$ cat src/rtl/cfg_pkg.sv
// cfg_pkg: shared definitions for the parameter-load decoder.
//   - network dimensions and per-memory target write counts
//   - bit offsets of the fields carried on the shared image bus
//   - layer-select enums, error codes and FSM state encoding
package cfg_pkg;

  localparam int N_C1     = 18;
  localparam int N_C1_SUB = 5;
  localparam int N_C2     = 60;
  localparam int N_FC     = 10;
  localparam int FI       = 960;
  localparam int BIAS_W   = 9;

  localparam int IMG_N = 784;
  localparam int CNT_W = 14;

  // Field base positions on the image bus (row*28+col, bit0 first).
  localparam int OFS_BIAS  = 84;   // bias value / fc weight bit
  localparam int OFS_CH    = 112;  // k1 ch, k2 ic, b1 idx
  localparam int OFS_SUB   = 140;  // k1 slot
  localparam int OFS_NODE  = 168;  // fc node
  localparam int OFS_OC    = 196;  // k2 oc, b2 idx
  localparam int OFS_FWIDX = 224;  // fc input index

  localparam logic [CNT_W-1:0] TGT_K1 = CNT_W'(N_C1 * N_C1_SUB);
  localparam logic [CNT_W-1:0] TGT_B1 = CNT_W'(N_C1);
  localparam logic [CNT_W-1:0] TGT_B2 = CNT_W'(N_C2);
  localparam logic [CNT_W-1:0] TGT_K2 = CNT_W'(N_C1 * N_C2);
  localparam logic [CNT_W-1:0] TGT_FB = CNT_W'(N_FC);
  localparam logic [CNT_W-1:0] TGT_FW = CNT_W'(N_FC * FI);

  typedef enum logic [1:0] {
    KSEL_NONE  = 2'd0,
    KSEL_CONV1 = 2'd1,
    KSEL_CONV2 = 2'd2,
    KSEL_FC    = 2'd3
  } ksel_e;

  typedef enum logic [1:0] {
    OSEL_NONE  = 2'd0,
    OSEL_CONV1 = 2'd1,
    OSEL_CONV2 = 2'd2,
    OSEL_FC    = 2'd3
  } osel_e;

  typedef enum logic [2:0] {
    ERR_NONE = 3'd0,
    ERR_K1   = 3'd1,
    ERR_K2   = 3'd2,
    ERR_FW   = 3'd3,
    ERR_BIAS = 3'd4,
    ERR_BOTH = 3'd5
  } err_e;

  typedef logic [1:0] state_t;
  localparam state_t ST_EMPTY = 2'd0;
  localparam state_t ST_LOAD  = 2'd1;
  localparam state_t ST_READY = 2'd2;
  localparam state_t ST_ERR   = 2'd3;

endpackage

$ cat src/rtl/cfg_cnt_sat.sv
// cfg_cnt_sat: saturating write counter with target compare.
//   clk        in  clock
//   rst_n      in  synchronous active-low reset
//   inc        in  count one accepted write this cycle
//   at_tgt_nxt out counter is at TARGET after this edge (current value
//                  already there, or this increment lands on it)
module cfg_cnt_sat
  import cfg_pkg::*;
#(
  parameter logic [CNT_W-1:0] TARGET = '1
) (
  input  logic clk,
  input  logic rst_n,
  input  logic inc,
  output logic at_tgt_nxt
);

  logic [CNT_W-1:0] cnt;
  logic             full;

  assign full = (cnt == TARGET);

  always_ff @(posedge clk) begin
    if (!rst_n) begin
      cnt <= '0;
    end else if (inc && !full) begin
      cnt <= cnt + 1'b1;
    end
  end

  // Look-ahead so the top can raise cfg_done together with the final strobe.
  assign at_tgt_nxt = full || (inc && (cnt == TARGET - 1'b1));

endmodule

$ cat src/rtl/cfg_load_decoder.sv
// cfg_load_decoder: receives parameter-load beats from the shared image bus
// and turns them into registered write strobes + address/data for the six
// parameter memories (conv1/conv2 kernels and biases, fc bias, fc weight).
//   clk, rst_n               clock, synchronous active-low reset
//   image[0:783]             shared bus, index = row*28+col
//   kernel_layer             1=conv1 kernel, 2=conv2 kernel, 3=fc weight
//   offset_layer             1=conv1 bias, 2=conv2 bias, 3=fc bias
//   k1_we/k1_ch/k1_sub       conv1 kernel write
//   k2_we/k2_ic/k2_oc        conv2 kernel write
//   kern_bits                5x5 kernel shared by k1/k2 writes, bit y*5+x
//   b1_we/b2_we/fb_we        bias writes, sharing bias_idx/bias_val
//   fw_we/fw_node/fw_idx/fw_bit  fc weight write
//   cfg_done                 all memories fully loaded, no error
//   cfg_err/err_code         sticky error flag and first error cause
//
// state    | meaning
// EMPTY    | nothing accepted since reset
// LOAD     | some writes accepted, not every memory full yet
// READY    | every memory reached its count; further writes are overwrites
// ERR      | protocol error seen; left only by reset
module cfg_load_decoder
  import cfg_pkg::*;
(
  input  logic                clk,
  input  logic                rst_n,
  input  logic                image [0:IMG_N-1],
  input  logic [1:0]          kernel_layer,
  input  logic [1:0]          offset_layer,
  output logic                k1_we,
  output logic [4:0]          k1_ch,
  output logic [2:0]          k1_sub,
  output logic                k2_we,
  output logic [4:0]          k2_ic,
  output logic [5:0]          k2_oc,
  output logic [24:0]         kern_bits,
  output logic                b1_we,
  output logic                b2_we,
  output logic                fb_we,
  output logic [5:0]          bias_idx,
  output logic [BIAS_W-1:0]   bias_val,
  output logic                fw_we,
  output logic [3:0]          fw_node,
  output logic [9:0]          fw_idx,
  output logic                fw_bit,
  output logic                cfg_done,
  output logic                cfg_err,
  output logic [2:0]          err_code
);

  ksel_e             ksel;
  osel_e             osel;
  logic [24:0]       f_kern;
  logic [2:0]        f_sub;
  logic [5:0]        f_ch;
  logic [5:0]        f_oc;
  logic [3:0]        f_node;
  logic [9:0]        f_fwidx;
  logic [BIAS_W-1:0] f_bias;

  logic k1_ok, k2_ok, fw_ok, b1_ok, b2_ok, fb_ok;
  logic we_k1, we_k2, we_b1, we_b2, we_fb, we_fw;
  logic accept, error;
  err_e err_nxt;

  logic [5:0] at_tgt_nxt;
  logic       all_full_nxt;
  state_t     state, state_nxt;

  assign ksel = ksel_e'(kernel_layer);
  assign osel = osel_e'(offset_layer);

  always_comb begin
    f_kern  = '0;
    f_sub   = '0;
    f_ch    = '0;
    f_oc    = '0;
    f_node  = '0;
    f_fwidx = '0;
    f_bias  = '0;
    for (int k = 0; k < 25; k++)     f_kern[k]  = image[k];
    for (int k = 0; k < 3; k++)      f_sub[k]   = image[OFS_SUB + k];
    for (int k = 0; k < 6; k++)      f_ch[k]    = image[OFS_CH + k];
    for (int k = 0; k < 6; k++)      f_oc[k]    = image[OFS_OC + k];
    for (int k = 0; k < 4; k++)      f_node[k]  = image[OFS_NODE + k];
    for (int k = 0; k < 10; k++)     f_fwidx[k] = image[OFS_FWIDX + k];
    for (int k = 0; k < BIAS_W; k++) f_bias[k]  = image[OFS_BIAS + k];
  end

  // k1 channel and k2 input channel are 5 bits; b1 index uses the sixth bit.
  assign k1_ok = (f_ch[4:0] < 5'(N_C1)) && (f_sub < 3'(N_C1_SUB));
  assign k2_ok = (f_ch[4:0] < 5'(N_C1)) && (f_oc < 6'(N_C2));
  assign fw_ok = (f_node < 4'(N_FC)) && (f_fwidx < 10'(FI));
  assign b1_ok = (f_ch < 6'(N_C1));
  assign b2_ok = (f_oc < 6'(N_C2));
  assign fb_ok = (f_node < 4'(N_FC));

  always_comb begin
    we_k1   = 1'b0;
    we_k2   = 1'b0;
    we_b1   = 1'b0;
    we_b2   = 1'b0;
    we_fb   = 1'b0;
    we_fw   = 1'b0;
    err_nxt = ERR_NONE;
    if (ksel != KSEL_NONE && osel != KSEL_NONE) begin
      err_nxt = ERR_BOTH;
    end else begin
      case (ksel)
        KSEL_CONV1: if (k1_ok) we_k1 = 1'b1; else err_nxt = ERR_K1;
        KSEL_CONV2: if (k2_ok) we_k2 = 1'b1; else err_nxt = ERR_K2;
        KSEL_FC:    if (fw_ok) we_fw = 1'b1; else err_nxt = ERR_FW;
        default: ;
      endcase
      case (osel)
        OSEL_CONV1: if (b1_ok) we_b1 = 1'b1; else err_nxt = ERR_BIAS;
        OSEL_CONV2: if (b2_ok) we_b2 = 1'b1; else err_nxt = ERR_BIAS;
        OSEL_FC:    if (fb_ok) we_fb = 1'b1; else err_nxt = ERR_BIAS;
        default: ;
      endcase
    end
  end

  assign accept = we_k1 | we_k2 | we_b1 | we_b2 | we_fb | we_fw;
  assign error  = (err_nxt != ERR_NONE);

  cfg_cnt_sat #(.TARGET(TGT_K1)) u_cnt_k1 (
    .clk(clk), .rst_n(rst_n), .inc(we_k1), .at_tgt_nxt(at_tgt_nxt[0]));
  cfg_cnt_sat #(.TARGET(TGT_B1)) u_cnt_b1 (
    .clk(clk), .rst_n(rst_n), .inc(we_b1), .at_tgt_nxt(at_tgt_nxt[1]));
  cfg_cnt_sat #(.TARGET(TGT_B2)) u_cnt_b2 (
    .clk(clk), .rst_n(rst_n), .inc(we_b2), .at_tgt_nxt(at_tgt_nxt[2]));
  cfg_cnt_sat #(.TARGET(TGT_K2)) u_cnt_k2 (
    .clk(clk), .rst_n(rst_n), .inc(we_k2), .at_tgt_nxt(at_tgt_nxt[3]));
  cfg_cnt_sat #(.TARGET(TGT_FB)) u_cnt_fb (
    .clk(clk), .rst_n(rst_n), .inc(we_fb), .at_tgt_nxt(at_tgt_nxt[4]));
  cfg_cnt_sat #(.TARGET(TGT_FW)) u_cnt_fw (
    .clk(clk), .rst_n(rst_n), .inc(we_fw), .at_tgt_nxt(at_tgt_nxt[5]));

  assign all_full_nxt = &at_tgt_nxt;

  always_comb begin
    state_nxt = state;
    if (error) begin
      state_nxt = ST_ERR;
    end else begin
      case (state)
        ST_EMPTY: if (accept) state_nxt = all_full_nxt ? ST_READY : ST_LOAD;
        ST_LOAD:  if (all_full_nxt) state_nxt = ST_READY;
        default: ;
      endcase
    end
  end

  always_ff @(posedge clk) begin
    if (!rst_n) begin
      state     <= ST_EMPTY;
      cfg_done  <= 1'b0;
      cfg_err   <= 1'b0;
      err_code  <= '0;
      k1_we     <= 1'b0;
      k2_we     <= 1'b0;
      b1_we     <= 1'b0;
      b2_we     <= 1'b0;
      fb_we     <= 1'b0;
      fw_we     <= 1'b0;
      k1_ch     <= '0;
      k1_sub    <= '0;
      k2_ic     <= '0;
      k2_oc     <= '0;
      kern_bits <= '0;
      bias_idx  <= '0;
      bias_val  <= '0;
      fw_node   <= '0;
      fw_idx    <= '0;
      fw_bit    <= 1'b0;
    end else begin
      state    <= state_nxt;
      cfg_done <= (state_nxt == ST_READY);
      k1_we    <= we_k1;
      k2_we    <= we_k2;
      b1_we    <= we_b1;
      b2_we    <= we_b2;
      fb_we    <= we_fb;
      fw_we    <= we_fw;

      if (error) begin
        cfg_err <= 1'b1;
        if (!cfg_err) err_code <= err_nxt;
      end

      if (we_k1) begin
        k1_ch  <= f_ch[4:0];
        k1_sub <= f_sub;
      end
      if (we_k2) begin
        k2_ic <= f_ch[4:0];
        k2_oc <= f_oc;
      end
      if (we_k1 || we_k2) kern_bits <= f_kern;

      if (we_b1) bias_idx <= f_ch;
      if (we_b2) bias_idx <= f_oc;
      if (we_fb) bias_idx <= {2'b00, f_node};
      if (we_b1 || we_b2 || we_fb) bias_val <= f_bias;

      if (we_fw) begin
        fw_node <= f_node;
        fw_idx  <= f_fwidx;
        fw_bit  <= image[OFS_BIAS];
      end
    end
  end

endmodule

$ cat config.mk
export PLATFORM = sky130hd
export DESIGN_NAME = cfg_load_decoder
export DESIGN_NICKNAME = d
export VERILOG_FILES = /design/src/rtl/cfg_pkg.sv /design/src/rtl/cfg_cnt_sat.sv /design/src/rtl/cfg_load_decoder.sv
export SDC_FILE = /design/constraint.sdc
export NUM_CORES = 1
export LEC_CHECK = 0
export BUFFER_PORTS_ARGS = -buffer_cell sky130_fd_sc_hd__buf_2
export CAP_MARGIN = 20
export CORE_AREA = 2 2 340 342
export DETAILED_ROUTE_END_ITERATION = 8
export DIE_AREA = 0 0 342 344
export GPL_TIMING_DRIVEN = 0
export PLACE_DENSITY_LB_ADDON = 0.2
export SYNTH_ARGS = -nofsm -noshare
export SYNTH_HDL_FRONTEND = slang
export SYNTH_SLANG_ARGS = --single-unit
$ cat constraint.sdc
create_clock -name clk -period 3.6 [get_ports clk]
set_clock_uncertainty 0.05 [all_clocks]
set_input_delay 0.72 -clock clk [delete_from_list [all_inputs] [get_ports clk]]
set_output_delay 0.72 -clock clk [all_outputs]
set_load 0.01 [all_outputs]
==> results of run 1 <==
-- cell type report --
type / instances / area [µm²]
buffer: 38 / 149
clock inverter: 13 / 164
multi-input combinational: 623 / 3670
inverter: 23 / 86.3
antenna: 2 / 5.00
sequential: 171 / 3420
timing repair buffer: 152 / 761
fill: 13400 / 103000
tap: 1512 / 1890
clock buffer: 19 / 443
-- path summary, 6_finish.rpt --
path | end | slack, ns | depth (start not counted) | startpoint
max | cfg_done | 0.22 | 7 | image[614]
min | fw_idx[1] | 0.40 | 2 | fw_idx[1]
max reg2reg | cfg_done | 0.58 | 6 | u_cnt_b2.cnt[9]
min reg2reg | fw_idx[1] | 0.40 | 2 | fw_idx[1]
-- layout by cell type, fill, tap and decap left out, types with 17 or more instances in the layout --
cell / n
a21oi_1: 58
buf_2: 157
clkbuf_1: 33
clkbuf_16: 17
dfxtp_1: 171
inv_1: 23
mux2i_1: 45
nand2_1: 110
nand3_1: 28
nand4_1: 26
nor2_1: 131
nor3_1: 19
o21ai_0: 20
xnor2_1: 39
xor2_1: 26
-- sequential cells by signal (all words and copies together) (netlist names), 2 cells and up --
signal        cells
u_cnt_k1.cnt     14
u_cnt_fw.cnt     14
state             2
u_cnt_b1.cnt     14
fw_node           4
k1_ch             5
err_code          3
bias_idx          6
k1_sub            3
u_cnt_fb.cnt     14
k2_oc             6
u_cnt_k2.cnt     14
fw_idx           10
bias_val          9
u_cnt_b2.cnt     14
kern_bits        25
k2_ic             5
-- through the flow --
stage | hold slack, ns | util (%) | setup TNS [ns]
after floorplan | 0.411 | - | 0
after global placement | 0.394 | 8.76 | -0.589
after detailed placement | 0.393 | 8.77 | -0.643
after CTS | 0.363 | 9.30 | 0
after global routing | 0.396 | 9.30 | 0
final | 0.405 | 9.31 | 0
-- power by group through the flow --
stage	registers (mW)	clock network, mW	logic, mW
after floorplan	1.98	0	0.108
after global placement	1.98	0	0.281
after detailed placement	1.98	0	0.282
after CTS	1.93	2.11	0.282
after global routing	1.94	2.18	0.303
final	1.93	2.00	0.274
-- layer usage --
layer / wire, µm / up-vias
met5: 108 / -
met4: 384 / 16
met3: 2800 / 34
met2: 11800 / 194
met1: 16700 / 3091
li1: - / 3278
-- logic make-up (layout without fill, tap and decap cells) --
group	after synthesis	after routing	share of synthesized area, %
DFF	171	171	46.7
other	0	2	0
buffers and inverters	61	245	3.21
adders and majority gates	15	15	2.56
and+or+nand+nor	398	398	26.1
xor gates and xnor gates	65	65	7.76
muxes	45	45	6.14
AOI/OAI and AO/OA	100	100	7.58
-- tightest hold or removal path, stage by stage, from the launching register on --
cell and delay [ns]:
dfxtp_1 0.31, nand2_1 0.05, a21oi_1 0.05
==> impl_results.md, run 1 <==
* Crit. End Element: register
* Via count at 6613
* CP Cell Sequence: buf_2 -> o21ai_1 -> nand4_1 -> or3_1 -> a21oi_1 -> or4b_4 -> o22ai_1
* DP Area at 9990 µm²
* Final Wtd Congestion at 0.716
* DR pass1 iterations at 4
* Clk slew on worst S/H paths at 0.07 ns
* Clock Tree Root: clkbuf_16
* CTS Buffer Depth at 2
* Skew-Pair Late Insertion Delay at 0.48 ns
* Core Area at 114000 µm²
* Distinct cell type count after synthesis at 46
* Synth Area per Inst at 8.58 µm²
* Fmax at 0.296 GHz
* Post-CTS Hold Buffers at 0
* Register area share after synthesis at 46.7%
* FFs w/ async S/R, synth at 0%
* Routed Wire Length at 31.8 mm
* Worst endpoint required time at 3.89 ns
* Post-synth EDFFs at 0
* Slew Viols, Final at 0
* Site row count at 124
* Top post-synthesis cells by area: dfxtp_1 47%, nor2_1 6.7%, mux2i_1 6.1%
* Max Cap Viol at 0
* Io pins at 875
* Leak at 3.50 nW
* Pwr/cell area at 397 nW/µm²
* Tmin final at 3.38 ns
* # setup viols final at 0
* Vias/cell at 2.59
* VDD IR-drop max at 0.355 mV
* Initial DRC Count at 302
* Gr usage total at 5.55%
* Hold Fails Final Rpt at 0
* Initial Utilization at 6.44%
* Rel. slew slack at 32.0%
* Crit Path Category: in -> reg
* Hold WC Path Type: reg -> reg
* CTS tree: yes
* Post-CTS Setup Bufs at 0
* Finished Layout Cells at 2553
* GR Util met3 at 2.82%
* Sequential share of power at 46.0%
* Post-cts sizing count at 0
* # port buffers at 151
* Net Sw Power at 1.09 mW
* CP delay by family, top: simple AND/OR/NAND/NOR gates
* Comb power frac at 6.5%
* Synth cell count leaders: 171 x dfxtp_1, 131 x nor2_1, 110 x nand2_1
* Synthesized net count at 1660
* Worst-Margin Slew at 1.02 ns
* WL per Instance at 12.4 µm
* Largest net degree at the start of global routing at 17
* Post-synth top area cell: dfxtp_1
* CP max stage delay at 0.68 ns
* Clock Sinks at 171
* Met2 GRT Util at 7.16%
* CTS Buf Count at 17
* WP buf/inv at 1
* Die width at 342 µm
* CP Data Arrival Time at 3.66 ns
* Post-DP HPWL at 25.4 mm
* P_int at 3.11 mW
* H-tree levels at 4
* Main flop type after synthesis: dfxtp_1
* Area Growth Syn to Fin at 44.5%
* NumNets Final at 1831
* Die footprint at 118000 µm²
* Synthesized area at 7330 µm²
* Synth Register Bits at 171
* RSZ-0062 raised after global routing: no
* Yosys warnings at 0
* Worst-path cell with the longest stage delay: nand4_1
* Layout cells sized above 1 at 18.7%
* Clock power share at 47.5%
* Status: complete, no violations
* Pre-CTS setup slack at -0.365 ns
* Initial antenna violation count at 18
* Final Cell Area at 10600 µm²
* Met1 Track Usage GR at 7.81%
* Startpoint types: input pin
* Most instantiated library cell after synthesis: dfxtp_1
* Sw frac at 25.9%
* Busiest grt layer: met1
* Final ANT Viol Nets at 0
* Post-synth top area share at 46.7%
* Vias in the first global route at 6507
* Inst Count DP at 2519
* Synth Instances at 855
* Final Cycle Share at 93.8%
* DRC violations left at 0
* Total congestion overflow at 0
* Worst-path fanout max at 8
* Die H at 344 µm
* Fin worst setup slack at 0.222 ns
* Overall Power at 4.21 mW
* First-pass GRT wire length at 46.1 mm
Power figures use the tool's default switching activity.
==> run 2: changes to the inputs <==
- CELL_PAD_IN_SITES_DETAIL_PLACEMENT: not set -> 2
- CELL_PAD_IN_SITES_GLOBAL_PLACEMENT: not set -> 2
- CORE_AREA: 2 2 340 342 -> 2 2 337 339
- DIE_AREA: 0 0 342 344 -> 0 0 339 341
==> run 2 against run 1 <==
Against the previous run: maximum frequency decreased by 0.42%; cell count decreased by 0.24%; register-to-register slack got worse by 0.37 ns; utilization increased by 0.16 points; cell area about the same; via count increased by 3.9%; power decreased by 2.4%; die area decreased by 1.7%; clock power decreased by 6%; sequential share of layout area about the same; global-route usage increased by 0.81 points; first-iteration DRC count decreased by 38%; critical path type is now reg -> reg; largest cell class unchanged.
==> impl_results.md, run 2 (synthesized netlist as in run 1, its figures left out) <==
* Pwr/cell area at 387 nW/µm² (-2.4%)
* Final ANT Viol Nets at 0 (unchanged)
* Fill cells at 13200 (-1.1%)
* Initial DRC Count at 187 (-38%)
* Metal1 wirelength at 17.5 mm (+4.7%)
* Die width at 339 µm (-0.88%)
* Overall Power at 4.10 mW (-2.4%)
* Inst Count DP at 2508 (-0.44%)
* CP Data Arrival Time at 3.66 ns (about the same)
* Via count at 6869 (+3.9%)
* Io pins at 875 (unchanged)
* Routed Wire Length at 35.8 mm (+13%)
* # port buffers at 151 (unchanged)
* Initial antenna violation count at 18 (unchanged)
* Fmax at 0.295 GHz (-0.42%)
* Crit Path Category: reg -> reg
* Vias/cell at 2.70 (+4.1%)
* Max Cap Viol at 0 (unchanged)
* CTS Buffer Depth at 2 (unchanged)
* Most common cell after layout, fill and taps aside: dfxtp_1
* WL per Instance at 14.1 µm (+13%)
* Tmin final at 3.39 ns (+0.0141 ns)
* RSZ-0062 raised after global routing: no
* Hold Fails Final Rpt at 0 (unchanged)
* Largest Register: kern_bits
* VDD IR-drop max at 0.290 mV (-18%)
* Final setup TNS at 0 ns (unchanged)
* Max layer used: met5
* Site row count at 123 (-0.81%)
* Core Area at 112000 µm² (-1.8%)
* DR pass1 iterations at 6 (+2)
* Skew-Pair Late Insertion Delay at 0.50 ns (+0.02 ns)
* H-tree levels at 4 (unchanged)
* Multi-input gate area at 3690 µm² (+0.37%)
* Gr usage total at 6.35% (+0.81 points)
* Vias in the first global route at 7576 (+16%)
* DRC violations left at 0 (unchanged)
* Slew Viols, Final at 0 (unchanged)
* Leak at 3.50 nW (-0.15%)
* Final Cell Area at 10600 µm² (about the same)
* Die footprint at 116000 µm² (-1.7%)
* DR WL met2 at 14.7 mm (+24%)
* Worst-Margin Slew at 0.937 ns (-0.0802 ns)
* Final Util at 9.47% (+0.16 points)
* Initial Utilization at 6.55% (+0.11 points)
* Hold WC Path Type: in -> reg
* Clock Tree Root: clkbuf_16
* Startpoint types: register
* Worst-path fanout max at 6 (-2)
* DP Area at 10000 µm² (+0.16%)
* Die H at 341 µm (-0.87%)
* Finished Layout Cells at 2547 (-0.24%)
* Met3 wire length at 3.04 mm (+8.6%)
* Layout cells sized above 1 at 19.3% (+0.64 points)
* Total congestion overflow at 0 (unchanged)
* Final Cycle Share at 94.2% (+0.39 points)
* Largest net degree at the start of global routing at 18 (+1)
* Fin Hold WS at 0.407 ns (+0.00257 ns)
* Clock Sinks at 171 (unchanged)
* Max reg flops at 25 (unchanged)
* Pre-CTS setup slack at -0.898 ns (-0.533 ns)
* Seq. cell area at 3420 µm² (unchanged)
* CTS tree: yes
* Most frequent cells in the layout: 171 x dfxtp_1, 156 x buf_2, 130 x nor2_1, 110 x nand2_1, 58 x a21oi_1
* Final Wtd Congestion at 0.660 (-7.9%)
* Status: complete, no violations
* NumNets Final at 1833 (+0.11%)
* Crit. End Element: register
* # setup viols final at 0 (unchanged)
* Post-DP HPWL at 28.5 mm (+12%)
* Worst endpoint required time at 3.86 ns (-0.03 ns)
* Clk slew on worst S/H paths at 0.08 ns (about the same)
* Rel. slew slack at 37.1% (+5.1 points)
* Post-CTS Hold Buffers at 0 (unchanged)
* CTS Buf Count at 17 (unchanged)
* Area Growth Syn to Fin at 44.5% (about the same)
* First-pass GRT wire length at 52.9 mm (+15%)
* Fin worst setup slack at 0.208 ns (-0.0141 ns)
-- run 2: metal layers --
| metal | global-route usage (%) | up-vias |
|---|---|---|
| li1 | - | 3285 |
| met1 | 8.37 | 3357 |
| met2 | 9.01 | 165 |
| met3 | 3.03 | 44 |
| met4 | 2.03 | 18 |
| met5 | 0 | - |
-- run 2: worst paths after layout --
kind              cells past startpoint             from           to  slack (ns)
setup / recovery                      6  u_cnt_b2.cnt[9]     cfg_done        0.21
hold / removal                        3       image[695]  bias_val[4]        0.41
setup reg to reg                      6  u_cnt_b2.cnt[9]     cfg_done        0.21
hold reg to reg                       2        fw_idx[5]    fw_idx[5]        0.41
-- run 2: cell type report --
type,count,area share (%)
multi-input cells,623,34.8
diodes,6,0.142
clock inverters,15,1.28
inverters,23,0.815
plain buffers,38,1.42
well taps,1500,17.7
flip-flops and latches,171,32.3
repair buffers,154,7.49
clock buffers,17,4.02
-- run 2: where the power goes --
group | internal [mW] | switching (mW)
Clock | 0.907 | 0.987
Combinational | 0.0896 | 0.187
Sequential | 1.92 | 0.0171
Total | 2.91 | 1.19
-- run 2: critical path, stage by stage (launching register included) --
cell,delay (ns)
dfxtp_1,0.36
or4_1,0.56
nor4_2,0.68
and4_1,0.33
nand4b_1,0.14
or4b_4,0.56
o22ai_1,0.52
-- run 2: what timing repair did --
item / in CTS / in global routing
setup buffers: 1 / 0
resized for setup: 1 / 1
endpoints found under the setup margin: 1 / 1
pin swaps: 1 / 0
